**src/rtl/ascon_pkg.sv**
```systemverilog
// Shared definitions for the ASCON output path.
// Contents:
//   ASCON_W_LEGAL(w) - macro, true when w is a supported output word width
//   ASCON_TAG_BITS   - tag length produced by the core
//   ser_state_e      - serializer FSM state encoding (IDLE/CT/TAG)
//   clog2()          - ceiling log2 for elaboration-time sizing
`ifndef ASCON_W_LEGAL
`define ASCON_W_LEGAL(w) (((w) == 8) || ((w) == 16) || ((w) == 32) || ((w) == 64))
`endif

package ascon_pkg;

    localparam int ASCON_TAG_BITS = 128;

    typedef enum logic [1:0] {
        ST_IDLE = 2'd0,
        ST_CT   = 2'd1,
        ST_TAG  = 2'd2
    } ser_state_e;

    function automatic int clog2(input int value);
        int result;
        result = 0;
        while ((1 << result) < value) begin
            result = result + 1;
        end
        return result;
    endfunction

endpackage

```
**src/rtl/ascon_output_serializer.sv**
```systemverilog
// Captures the ASCON ciphertext and tag on the rising edge of enc_ready and
// streams them MSB-first as W-bit words over a valid/ready interface:
// ciphertext words (last one zero-padded at the LSBs) followed by tag words.
// Ports:
//   clk, rst          clock, synchronous active-high reset
//   enc_ready         core result valid (level)
//   cipher_text, tag  core result, sampled on the enc_ready rising edge
//   out_data/out_valid/out_ready  word stream
//   out_is_tag        current word is a tag word
//   out_last          current word ends the frame
//   busy              a captured frame is still being transferred
//   frame_done        one-cycle pulse after the final word transfers
//   overrun           one-cycle pulse when a result arrives while busy (dropped)
module ascon_output_serializer
    import ascon_pkg::*;
#(
    parameter int Y_BITS   = 40,
    parameter int TAG_BITS = ASCON_TAG_BITS,
    parameter int W        = 32
) (
    input  logic                                     clk,
    input  logic                                     rst,
    input  logic                                     enc_ready,
    input  logic [((Y_BITS > 0) ? Y_BITS : 1)-1:0]   cipher_text,
    input  logic [TAG_BITS-1:0]                      tag,
    output logic [W-1:0]                             out_data,
    output logic                                     out_valid,
    input  logic                                     out_ready,
    output logic                                     out_is_tag,
    output logic                                     out_last,
    output logic                                     busy,
    output logic                                     frame_done,
    output logic                                     overrun
);

    localparam int YW       = (Y_BITS > 0) ? Y_BITS : 1;
    localparam int NCT      = (Y_BITS + W - 1) / W;
    localparam int NT       = TAG_BITS / W;
    localparam int NW       = NCT + NT;
    localparam int BUF_BITS = NW * W;
    localparam int CW       = clog2(NW + 1);

    localparam logic [CW-1:0] CT_LAST = CW'((NCT > 0) ? (NCT - 1) : 0);
    localparam logic [CW-1:0] NW_LAST = CW'(NW - 1);
    // Index of the word just before the final one; wraps (never matches) when NW==1.
    localparam logic [CW-1:0] NW_PEN  = CW'(NW - 2);

    generate
        if ((TAG_BITS % W) != 0) begin : g_bad_tag_w
            $error("ascon_output_serializer: TAG_BITS must be a multiple of W");
        end
        if (!(`ASCON_W_LEGAL(W))) begin : g_bad_w
            $error("ascon_output_serializer: W must be 8, 16, 32 or 64");
        end
    endgenerate

    ser_state_e           state_q, state_d;
    logic [BUF_BITS-1:0]  buf_q, buf_d;
    logic [CW-1:0]        wcnt_q, wcnt_d;
    logic                 enc_ready_q;
    logic                 valid_q, valid_d;
    logic                 is_tag_q, is_tag_d;
    logic                 last_q, last_d;
    logic                 busy_q, busy_d;
    logic                 done_q, done_d;
    logic                 overrun_q, overrun_d;
    logic [BUF_BITS-1:0]  load_s;
    logic                 capture_s;
    logic                 xfer_s;

    assign capture_s = enc_ready & ~enc_ready_q;
    assign xfer_s    = valid_q & out_ready;

    // Assemble the frame image: ciphertext at the top, zero pad, tag at the bottom.
    always_comb begin
        load_s                 = '0;
        load_s[TAG_BITS-1:0]   = tag;
        if (Y_BITS > 0) begin
            load_s[BUF_BITS-1 -: YW] = cipher_text;
        end else begin
            load_s[TAG_BITS-1:0] = tag;
        end
    end

    // Next-state and output-register logic for the capture/stream FSM.
    always_comb begin
        state_d   = state_q;
        buf_d     = buf_q;
        wcnt_d    = wcnt_q;
        valid_d   = valid_q;
        is_tag_d  = is_tag_q;
        last_d    = last_q;
        busy_d    = busy_q;
        done_d    = 1'b0;
        overrun_d = 1'b0;
        case (state_q)
            ST_IDLE: begin
                if (capture_s) begin
                    buf_d   = load_s;
                    wcnt_d  = '0;
                    busy_d  = 1'b1;
                    valid_d = 1'b1;
                    if (NCT > 0) begin
                        state_d  = ST_CT;
                        is_tag_d = 1'b0;
                        last_d   = 1'b0;
                    end else begin
                        state_d  = ST_TAG;
                        is_tag_d = 1'b1;
                        last_d   = (NW == 1) ? 1'b1 : 1'b0;
                    end
                end else begin
                    state_d = ST_IDLE;
                end
            end
            ST_CT: begin
                overrun_d = capture_s;
                if (xfer_s) begin
                    buf_d  = buf_q << W;
                    wcnt_d = wcnt_q + CW'(1);
                    if (wcnt_q == CT_LAST) begin
                        state_d  = ST_TAG;
                        is_tag_d = 1'b1;
                        last_d   = (wcnt_q == NW_PEN);
                    end else begin
                        state_d  = ST_CT;
                    end
                end else begin
                    state_d = ST_CT;
                end
            end
            ST_TAG: begin
                // A capture on the final-transfer cycle is still an overrun.
                overrun_d = capture_s;
                if (xfer_s) begin
                    buf_d  = buf_q << W;
                    wcnt_d = wcnt_q + CW'(1);
                    if (wcnt_q == NW_LAST) begin
                        state_d  = ST_IDLE;
                        valid_d  = 1'b0;
                        is_tag_d = 1'b0;
                        last_d   = 1'b0;
                        busy_d   = 1'b0;
                        done_d   = 1'b1;
                    end else begin
                        state_d  = ST_TAG;
                        last_d   = (wcnt_q == NW_PEN);
                    end
                end else begin
                    state_d = ST_TAG;
                end
            end
            default: begin
                state_d  = ST_IDLE;
                buf_d    = '0;
                wcnt_d   = '0;
                valid_d  = 1'b0;
                is_tag_d = 1'b0;
                last_d   = 1'b0;
                busy_d   = 1'b0;
            end
        endcase
    end

    // State and output registers with synchronous reset.
    always_ff @(posedge clk) begin
        if (rst) begin
            state_q     <= ST_IDLE;
            buf_q       <= '0;
            wcnt_q      <= '0;
            enc_ready_q <= 1'b0;
            valid_q     <= 1'b0;
            is_tag_q    <= 1'b0;
            last_q      <= 1'b0;
            busy_q      <= 1'b0;
            done_q      <= 1'b0;
            overrun_q   <= 1'b0;
        end else begin
            state_q     <= state_d;
            buf_q       <= buf_d;
            wcnt_q      <= wcnt_d;
            enc_ready_q <= enc_ready;
            valid_q     <= valid_d;
            is_tag_q    <= is_tag_d;
            last_q      <= last_d;
            busy_q      <= busy_d;
            done_q      <= done_d;
            overrun_q   <= overrun_d;
        end
    end

    // out_data is the top word of the registered buffer: no path from out_ready.
    assign out_data   = buf_q[BUF_BITS-1 -: W];
    assign out_valid  = valid_q;
    assign out_is_tag = is_tag_q;
    assign out_last   = last_q;
    assign busy       = busy_q;
    assign frame_done = done_q;
    assign overrun    = overrun_q;

endmodule

```
**config.mk**
```make
export PLATFORM = sky130hd
export DESIGN_NAME = ascon_output_serializer
export DESIGN_NICKNAME = d
export VERILOG_FILES = /design/src/rtl/ascon_pkg.sv /design/src/rtl/ascon_output_serializer.sv
export SDC_FILE = /design/constraint.sdc
export NUM_CORES = 1
export LEC_CHECK = 0
export CAP_MARGIN = 20
export CORE_ASPECT_RATIO = 0.9
export CORE_MARGIN = 4
export CORE_UTILIZATION = 54
export CTS_CLUSTER_DIAMETER = 50
export DETAILED_ROUTE_END_ITERATION = 12
export HOLD_SLACK_MARGIN = 0.02
export PLACE_DENSITY = 0.86
export SYNTH_ARGS = -nofsm -noshare
export SYNTH_HDL_FRONTEND = slang
export SYNTH_SLANG_ARGS = --single-unit
export TNS_END_PERCENT = 20
```
**constraint.sdc**
```tcl
create_clock -name clk -period 3.9 [get_ports clk]
set_clock_uncertainty 0.15 [all_clocks]
set_input_delay 0.585 -clock clk [delete_from_list [all_inputs] [get_ports clk]]
set_output_delay 0.585 -clock clk [all_outputs]
set_load 0.005 [all_outputs]
```
==> results of run 1 <==
[cells in the final DEF (no fill, tap or decap), types with 2 or more instances in the layout]
| cell type | instances |
|---|---|
| clkdlybuf4s50_1 | 208 |
| dfxtp_1 | 203 |
| nand2_1 | 163 |
| a21oi_1 | 163 |
| a22oi_1 | 136 |
| or3_1 | 136 |
| a22o_1 | 32 |
| clkbuf_16 | 23 |
| nor2_1 | 17 |
| nand3_1 | 14 |
| buf_4 | 10 |
| inv_1 | 7 |
| clkbuf_1 | 7 |
| ha_1 | 6 |
| nand2b_1 | 5 |
| clkbuf_8 | 5 |
| buf_12 | 5 |
| o21a_1 | 3 |
| nor2b_1 | 3 |
| a2111oi_0 | 2 |
| xnor2_1 | 2 |
| a21boi_0 | 2 |
| mux2i_1 | 2 |
| nor3_1 | 2 |
| ha_4 | 2 |
| clkinv_2 | 2 |
| bufinv_16 | 2 |
[per-layer routing]
metal	GRT usage	wire length (um)	vias up
li1	-	-	3967
met1	0.341	10400	3770
met2	0.395	11300	301
met3	0.0520	1970	40
met4	0.0637	556	0
met5	0	0	-
[synth_stat cells, drive strengths merged]
library cell	count	area, um2
nor4	1	6.26
nor2b	3	18.8
dfxtp	203	4060
ha	8	100
buf	66	487
nor4b	1	15.0
nand2b	5	31.3
and2	1	6.26
a21boi	3	26.3
o21bai	1	7.51
a211oi	1	7.51
a2111o	1	11.3
nand2	163	612
a21o	1	15.0
a22oi	136	1020
nor3	2	10.0
mux2i	2	20.0
nor2	18	67.6
o21a	3	22.5
a22o	32	280
inv	7	26.3
clkbuf	75	282
o31ai	1	7.51
or3	136	851
nand3	14	70.1
and4b	1	10.0
mux2	1	11.3
xnor2	2	17.5
a2111oi	2	17.5
a21oi	164	825
[logic make-up (layout without fill, tap and decap cells)]
group	Yosys count	count (layout)	share of synthesized area
AO/OA/AOI/OAI	345	345	0.250
XOR/XNOR	2	2	0.00196
adder cells (fa/ha/maj)	8	8	0.0112
buffers and inverters	148	271	0.0888
flip-flops	203	203	0.454
multiplexers	3	3	0.00350
AND/OR/NAND/NOR	345	345	0.190
[worst register-to-register path: cells and delay by family (launching register included)]
family	cells	cell delay, ns
adders and majority gates	1	0.59
and+or+nand+nor	1	0.43
buffers and inverters	1	0.13
AOI/OAI and AO/OA	3	1.25
DFF	1	0.43
[flip-flops by register name, indices dropped and copies added, names as in the netlist]
| name | flops |
|---|---|
| state_q | 2 |
| out_last | 1 |
| frame_done | 1 |
| enc_ready_q | 1 |
| wcnt_q | 3 |
| busy | 1 |
| buf_q | 192 |
| overrun | 1 |
| out_is_tag | 1 |
[through the flow]
stage               cells  setup WS (ns)  utilization
floorplan            1054           1.76            -
global placement     1343          0.988        0.663
detailed placement   1343          0.891        0.663
CTS                  1384          0.859        0.710
global route         1384          0.662        0.710
finish               1384          0.861        0.710
[layout make-up]
type	count	area share
flip-flops and latches	203	0.354
repair buffers	223	0.196
inverters	7	0.00229
well taps	207	0.0225
clock inverters	6	0.00762
clock buffers	35	0.0584
multi-input cells	703	0.359
[path summary, 6_finish.rpt]
path,from,end,slack [ns],cells after the start
worst min-delay path,buf_q[179]$_SDFFE_PP0P_,buf_q[179]$_SDFFE_PP0P_,0.30,2
worst min register to register,buf_q[179]$_SDFFE_PP0P_,buf_q[179]$_SDFFE_PP0P_,0.30,2
worst max-delay path,state_q[0]$_SDFF_PP0_,buf_q[129]$_SDFFE_PP0P_,0.86,6
worst max register to register,state_q[0]$_SDFF_PP0_,buf_q[129]$_SDFFE_PP0P_,0.86,6
[power by group through the flow]
| stage | clock [uW] | combinational (uW) | sequential, uW |
|---|---|---|---|
| after global placement | 0 | 887 | 2370 |
| final | 2140 | 915 | 2340 |
| after floorplan | 0 | 605 | 2340 |
| after detailed placement | 0 | 906 | 2380 |
| after global routing | 2260 | 1000 | 2350 |
| after CTS | 2170 | 912 | 2340 |
==> impl_metrics.tcl, run 1 <==
set metrics [dict create \
    max_stage_delay_ns 0.62 \
    ios 210 \
    root_buffer "clkbuf_16" \
    viasPerCell 5.84 \
    pwr-share-comb 0.170 \
    drt.antenna.violating_nets 0 \
    min_period_ns 3.04 \
    path_class "flop to flop" \
    synth_cell_types 36 \
    syn_area_um2 8950 \
    first_pass_iters 5 \
    rows 44 \
    drc 0 \
    p_clk_frac 0.396 \
    grt_max_degree 98 \
    slew_violations 0 \
    period_share 0.779 \
    p_leak_uw 0.00425 \
    regArea_um2 4060 \
    cp_max_fo 75 \
    insertion_delay_ns 0.50 \
    num_antenna_cells 0 \
    end_kind "flop" \
    cts_hold_buf 0 \
    die_w_um 144 \
    drtIter0Drc 757 \
    drive_gt1_frac 0.0484 \
    grt_pass1_vias 7332 \
    dr_total_vias 8078 \
    cts_setup_buffers 0 \
    hpwl_um 16000 \
    cp.arrival_ns 3.32 \
    finalSetupViolCount 0 \
    hold_path.class "flop to flop" \
    num-nets-final 1341 \
    finalHoldViolations 0 \
    syn_inst 1054 \
    dpl_cell_area_um2 10700 \
    outcome "finished clean" \
    holdWs_ns 0.303 \
    cp.required_ns 4.18 \
    p_sw_frac 0.256 \
    gp_congestion 0.828 \
    core_area_um2 16200 \
    design_area_um2 11500 \
    relSlewSlack 0.349 \
    die_h_um 130 \
    ys_seq_area_frac 0.454 \
    cp_top_family "compound AO/OA/AOI/OAI gates" \
    worstPathCellList "inv_1, ha_4, a21boi_2, a21o_4, nand2b_1, a21oi_1" \
    wl_per_cell_um 17.5 \
    clkSinkCount 203 \
    cp_slowest_cell "a21o_4" \
    synth.avg_cell_area_um2 8.49 \
    rsz0062_at_grt "no" \
    p_sw_uw 1380 \
    area.growth.synth_to_final_pct 28.4 \
    fin_setup_tns_ns 0 \
    start_util 0.553 \
    power_uw 5390 \
    path_clk_slew_ns 0.06 \
    multi_input_area_um2 4120 \
    tightest_slew_ns 0.977 \
    critPathBufInv 1 \
    cts_made_buffers 23 \
    dieArea_um2 18700 \
    syn_nets 1234 \
    grt_remaining_overflow 0 \
    wirelength_um 24300 \
    fillers 1298 \
    fmax_ghz 0.329 \
    synth-seq-cells 203 \
    grt_pass1_wl_um 37700 \
    grt.total_usage 0.246 \
    htree_levels 1 \
    power.density_nw_per_um2 469 \
    cts_tree "done" \
    yosysWarnings 0 \
    io_buffers 209 \
    irDropWorstVdd_mv 0.361 \
    p_int_uw 4010 \
    cts_buffer_depth 3 \
    maxCapViolCount 0 \
    grt_antenna_before_repair 0 \
    startpoint_type "flop" \
    seqPwrFrac 0.434 \
    cts_resized 0 \
]
(Power assumes the default switching activity.)
==> run 2, diff against run 1 <==
- CORE_UTILIZATION: 54 -> 45
- PLACE_DENSITY: 0.86 -> 0.76
- clock period: 3.9 -> 2.7 ns (I/O delays scaled with it)
==> impl_metrics.tcl, run 2 (same netlist as run 1, synthesis figures left out) <==
set metrics [dict create \
    outcome "finished clean" \
    fin_setup_tns_ns 0 \
    p_clk_frac 0.394 \
    hpwl_um 16400 \
    area.growth.synth_to_final_pct 30.1 \
    period_share 0.891 \
    pwr-share-comb 0.172 \
    path_class "flop to flop" \
    die_w_um 157 \
    htree_levels 1 \
    cts_hold_buf 0 \
    finalHoldViolations 0 \
    core_area_um2 19300 \
    slew_violations 0 \
    crit_path_start "state_q[0]$_SDFF_PP0_" \
    startpoint_type "flop" \
    drtIter0Drc 571 \
    layout_commonest_cell "clkdlybuf4s50_1" \
    drc 0 \
    gp_congestion 0.791 \
    largest_reg_flops 192 \
    min_period_ns 2.40 \
    cp_slowest_cell "dfxtp_1" \
    rr_startpoint "state_q[0]$_SDFF_PP0_" \
    insertion_delay_ns 0.50 \
    fillers 1764 \
    critPathBufInv 2 \
    grt_pass1_wl_um 37900 \
    drt.antenna.violating_nets 0 \
    top_regs "buf_q: 192 flops, wcnt_q: 3 flops, state_q: 2 flops" \
    path_clk_slew_ns 0.06 \
    grt.total_usage 0.206 \
    relSlewSlack 0.570 \
    num_antenna_cells 0 \
    rsz0062_at_grt "no" \
    regArea_um2 4060 \
    rows 48 \
    maxCapViolCount 0 \
    viasPerCell 5.55 \
    p_sw_uw 2020 \
    cts_made_buffers 23 \
    regMostFlops "buf_q" \
    worstHoldStart "rst" \
    cts_tree "done" \
    cp_top_family "compound AO/OA/AOI/OAI gates" \
    start_util 0.463 \
    wl_per_cell_um 16.9 \
    hold_path.class "input pin to flop" \
    cp_max_fo 54 \
    num-nets-final 1351 \
    finalSetupViolCount 0 \
    cts_setup_buffers 0 \
    grt_max_degree 72 \
    irDropWorstVdd_mv 0.386 \
    die_h_um 142 \
    ios 210 \
    io_buffers 209 \
    first_pass_iters 5 \
    final_cell_mix "208 x clkdlybuf4s50_1, 203 x dfxtp_1, 163 x nand2_1, 163 x a21oi_1" \
    p_leak_uw 0.00431 \
    seqPwrFrac 0.434 \
    grt_remaining_overflow 0 \
    worstPathCellList "inv_1, ha_4, a21boi_2, a21o_4, buf_12, nand2b_1, a21oi_1" \
    power.density_nw_per_um2 667 \
    max_stage_delay_ns 0.42 \
    cts_buffer_depth 3 \
    cp.required_ns 2.97 \
    p_int_uw 5730 \
    grt_antenna_before_repair 0 \
    drive_gt1_frac 0.0573 \
    multi_input_area_um2 4120 \
    root_buffer "clkbuf_16" \
    wirelength_um 24300 \
    dieArea_um2 22200 \
    clkSinkCount 203 \
    fmax_ghz 0.416 \
    p_sw_frac 0.261 \
    end_kind "flop" \
    cts_resized 0 \
    tightest_slew_ns 0.645 \
    dr_total_vias 7968 \
    grt_pass1_vias 7259 \
    cp.arrival_ns 2.67 \
    holdWs_ns 0.285 \
]
## run 2: cell type report
| class | count | share of cell area |
|---|---|---|
| well taps | 250 | 0.0269 |
| clock inverters | 10 | 0.0100 |
| multi-input cells | 703 | 0.354 |
| repair buffers | 233 | 0.204 |
| inverters | 7 | 0.00226 |
| flip-flops and latches | 203 | 0.349 |
| clock buffers | 30 | 0.0534 |
## run 2: worst reg2reg max path: stages, from the launching register on
cell,delay (ns)
dfxtp_1,0.42
inv_1,0.13
ha_4,0.40
a21boi_2,0.23
a21o_4,0.22
buf_12,0.25
nand2b_1,0.29
a21oi_1,0.23
## run 2: worst paths after layout
check,endpoint,slack (ns),cells past startpoint
hold reg to reg,buf_q[191]$_SDFFE_PP0P_,0.30,2
setup / recovery,buf_q[142]$_SDFFE_PP0P_,0.30,7
setup reg to reg,buf_q[142]$_SDFFE_PP0P_,0.30,7
hold / removal,buf_q[120]$_SDFFE_PP0P_,0.28,2
## run 2: layer usage
layer,wire [um],up-vias,global-route usage
met5,0,-,0
met4,410,0,0.0365
met3,2190,34,0.0427
met2,10700,302,0.311
met1,11000,3640,0.307
li1,-,3992,-
## run 2: stage by stage
stage | total power (uW) | setup WS (ns) | instances | util | instance area (um2)
2_1_floorplan | 4260 | 0.562 | 1054 | - | 8950
3_3_place_gp | 4740 | 0.331 | 1396 | 0.563 | 10900
3_5_place_dp | 4770 | 0.305 | 1396 | 0.563 | 10900
4_1_cts | 7820 | 0.279 | 1436 | 0.602 | 11600
5_1_grt | 8110 | 0.0704 | 1436 | 0.602 | 11600
6_report | 7760 | 0.295 | 1436 | 0.602 | 11600
## run 2: power groups by stage
stage	registers (uW)	logic, uW	clock network (uW)
floorplan	3380	873	0
global placement	3430	1320	0
detailed placement	3430	1330	0
CTS	3370	1340	3110
global route	3390	1480	3240
finish	3370	1330	3050
==> run 3, diff against run 2 <==
- CORE_UTILIZATION: 45 -> 54
- PLACE_DENSITY: 0.76 -> 0.86
- clock period: 2.7 -> 2.9 ns (I/O delays scaled with it)
==> impl_metrics.tcl, run 3 (same netlist as run 1, synthesis figures left out) <==
set metrics [dict create \
    outcome "finished clean" \
    htree_levels 1 \
    tightest_slew_ns 0.683 \
    ios 210 \
    wl_per_cell_um 17.5 \
    cts_hold_buf 0 \
    insertion_delay_ns 0.49 \
    fmax_ghz 0.389 \
    fillers 1318 \
    io_buffers 209 \
    cts_tree "done" \
    relSlewSlack 0.544 \
    drtIter0Drc 579 \
    placed_cells 1350 \
    wirelength_um 24300 \
    grt.total_usage 0.249 \
    cts_made_buffers 22 \
    rsz0062_at_grt "no" \
    num-nets-final 1347 \
    largest_reg_flops 192 \
    layout_commonest_cell "clkdlybuf4s50_1" \
    start_util 0.553 \
    end_kind "flop" \
    rows 44 \
    p_leak_uw 0.00424 \
    cts_buffer_depth 3 \
    fin_setup_tns_ns 0 \
    cp_max_fo 89 \
    startpoint_type "flop" \
    grt_remaining_overflow 0 \
    clkSinkCount 203 \
    cp.required_ns 3.16 \
    viasPerCell 5.82 \
    finalSetupViolCount 0 \
    grt_pass1_wl_um 38200 \
    grt_max_degree 141 \
    maxCapViolCount 0 \
    drive_gt1_frac 0.0483 \
    regMostFlops "buf_q" \
    path_clk_slew_ns 0.06 \
    cts_resized 0 \
    core_area_um2 16200 \
    area.growth.synth_to_final_pct 28.0 \
    drc 0 \
    first_pass_iters 5 \
    final_cell_mix "208 x clkdlybuf4s50_1, 203 x dfxtp_1, 163 x nand2_1, 163 x a21oi_1" \
    final_cells 1386 \
    num_antenna_cells 0 \
    top_regs "buf_q: 192 flops, wcnt_q: 3 flops, state_q: 2 flops" \
    multi_input_area_um2 4120 \
    slew_violations 0 \
    finalHoldViolations 0 \
    die_w_um 144 \
    grt_antenna_before_repair 0 \
    root_buffer "clkbuf_16" \
    hpwl_um 16300 \
    period_share 0.886 \
    regArea_um2 4060 \
    drt.antenna.violating_nets 0 \
    die_h_um 130 \
    path_class "flop to flop" \
    hold_path.class "input pin to flop" \
    min_period_ns 2.57 \
    power.density_nw_per_um2 608 \
    cts_setup_buffers 0 \
    dr_total_vias 8061 \
    gp_congestion 0.796 \
    irDropWorstVdd_mv 0.546 \
    dieArea_um2 18700 \
    cp.arrival_ns 2.83 \
    grt_pass1_vias 7579 \
]
[run 3: path summary, 6_finish.rpt]
| path | from | end | slack [ns] | depth (start not counted) |
|---|---|---|---|---|
| worst max-delay path | state_q[0]$_SDFF_PP0_ | buf_q[150]$_SDFFE_PP0P_ | 0.33 | 7 |
| worst min-delay path | rst | busy$_SDFFE_PP0P_ | 0.18 | 2 |
| worst max register to register | state_q[0]$_SDFF_PP0_ | buf_q[150]$_SDFFE_PP0P_ | 0.33 | 7 |
| worst min register to register | buf_q[109]$_SDFFE_PP0P_ | buf_q[109]$_SDFFE_PP0P_ | 0.30 | 2 |
[run 3: cell type report]
cell class                      count  area share
Clock inverter                      4     0.00426
Inverter                            7     0.00229
Timing Repair Buffer              230       0.203
Sequential cell                   203       0.355
Multi-Input combinational cell    703       0.360
Tap cell                          207      0.0226
Clock buffer                       32      0.0532
[run 3: layer usage]
metal  vias up  global-route usage  routed length [um]
met5         -                   0                   0
met4         0              0.0637                 588
met3        44              0.0528                2160
met2       304               0.420               11600
met1      3738               0.329                9950
li1       3975                   -                   -
[run 3: stage by stage]
step | power [uW] | cell area (um2) | hold WS, ns | worst slack, ns | utilization
6_report | 6970 | 11500 | 0.177 | 0.330 | 0.708
5_1_grt | 7270 | 11500 | 0.178 | 0.182 | 0.708
4_1_cts | 7010 | 11500 | 0.159 | 0.363 | 0.708
3_5_place_dp | 4420 | 10800 | 0.296 | 0.372 | 0.667
3_3_place_gp | 4390 | 10800 | 0.289 | 0.425 | 0.667
2_1_floorplan | 3960 | 8950 | 0.282 | 0.762 | -
[run 3: worst max-delay path: stages (launching register included)]
cell	delay, ns
dfxtp_1	0.43
inv_1	0.12
ha_4	0.30
a21boi_2	0.32
a21o_4	0.26
buf_12	0.31
nand2b_1	0.32
a21oi_1	0.24
[run 3: power by group]
group | switching, uW | internal [uW]
logic | 615 | 617
clock network | 1060 | 1540
registers | 133 | 3010
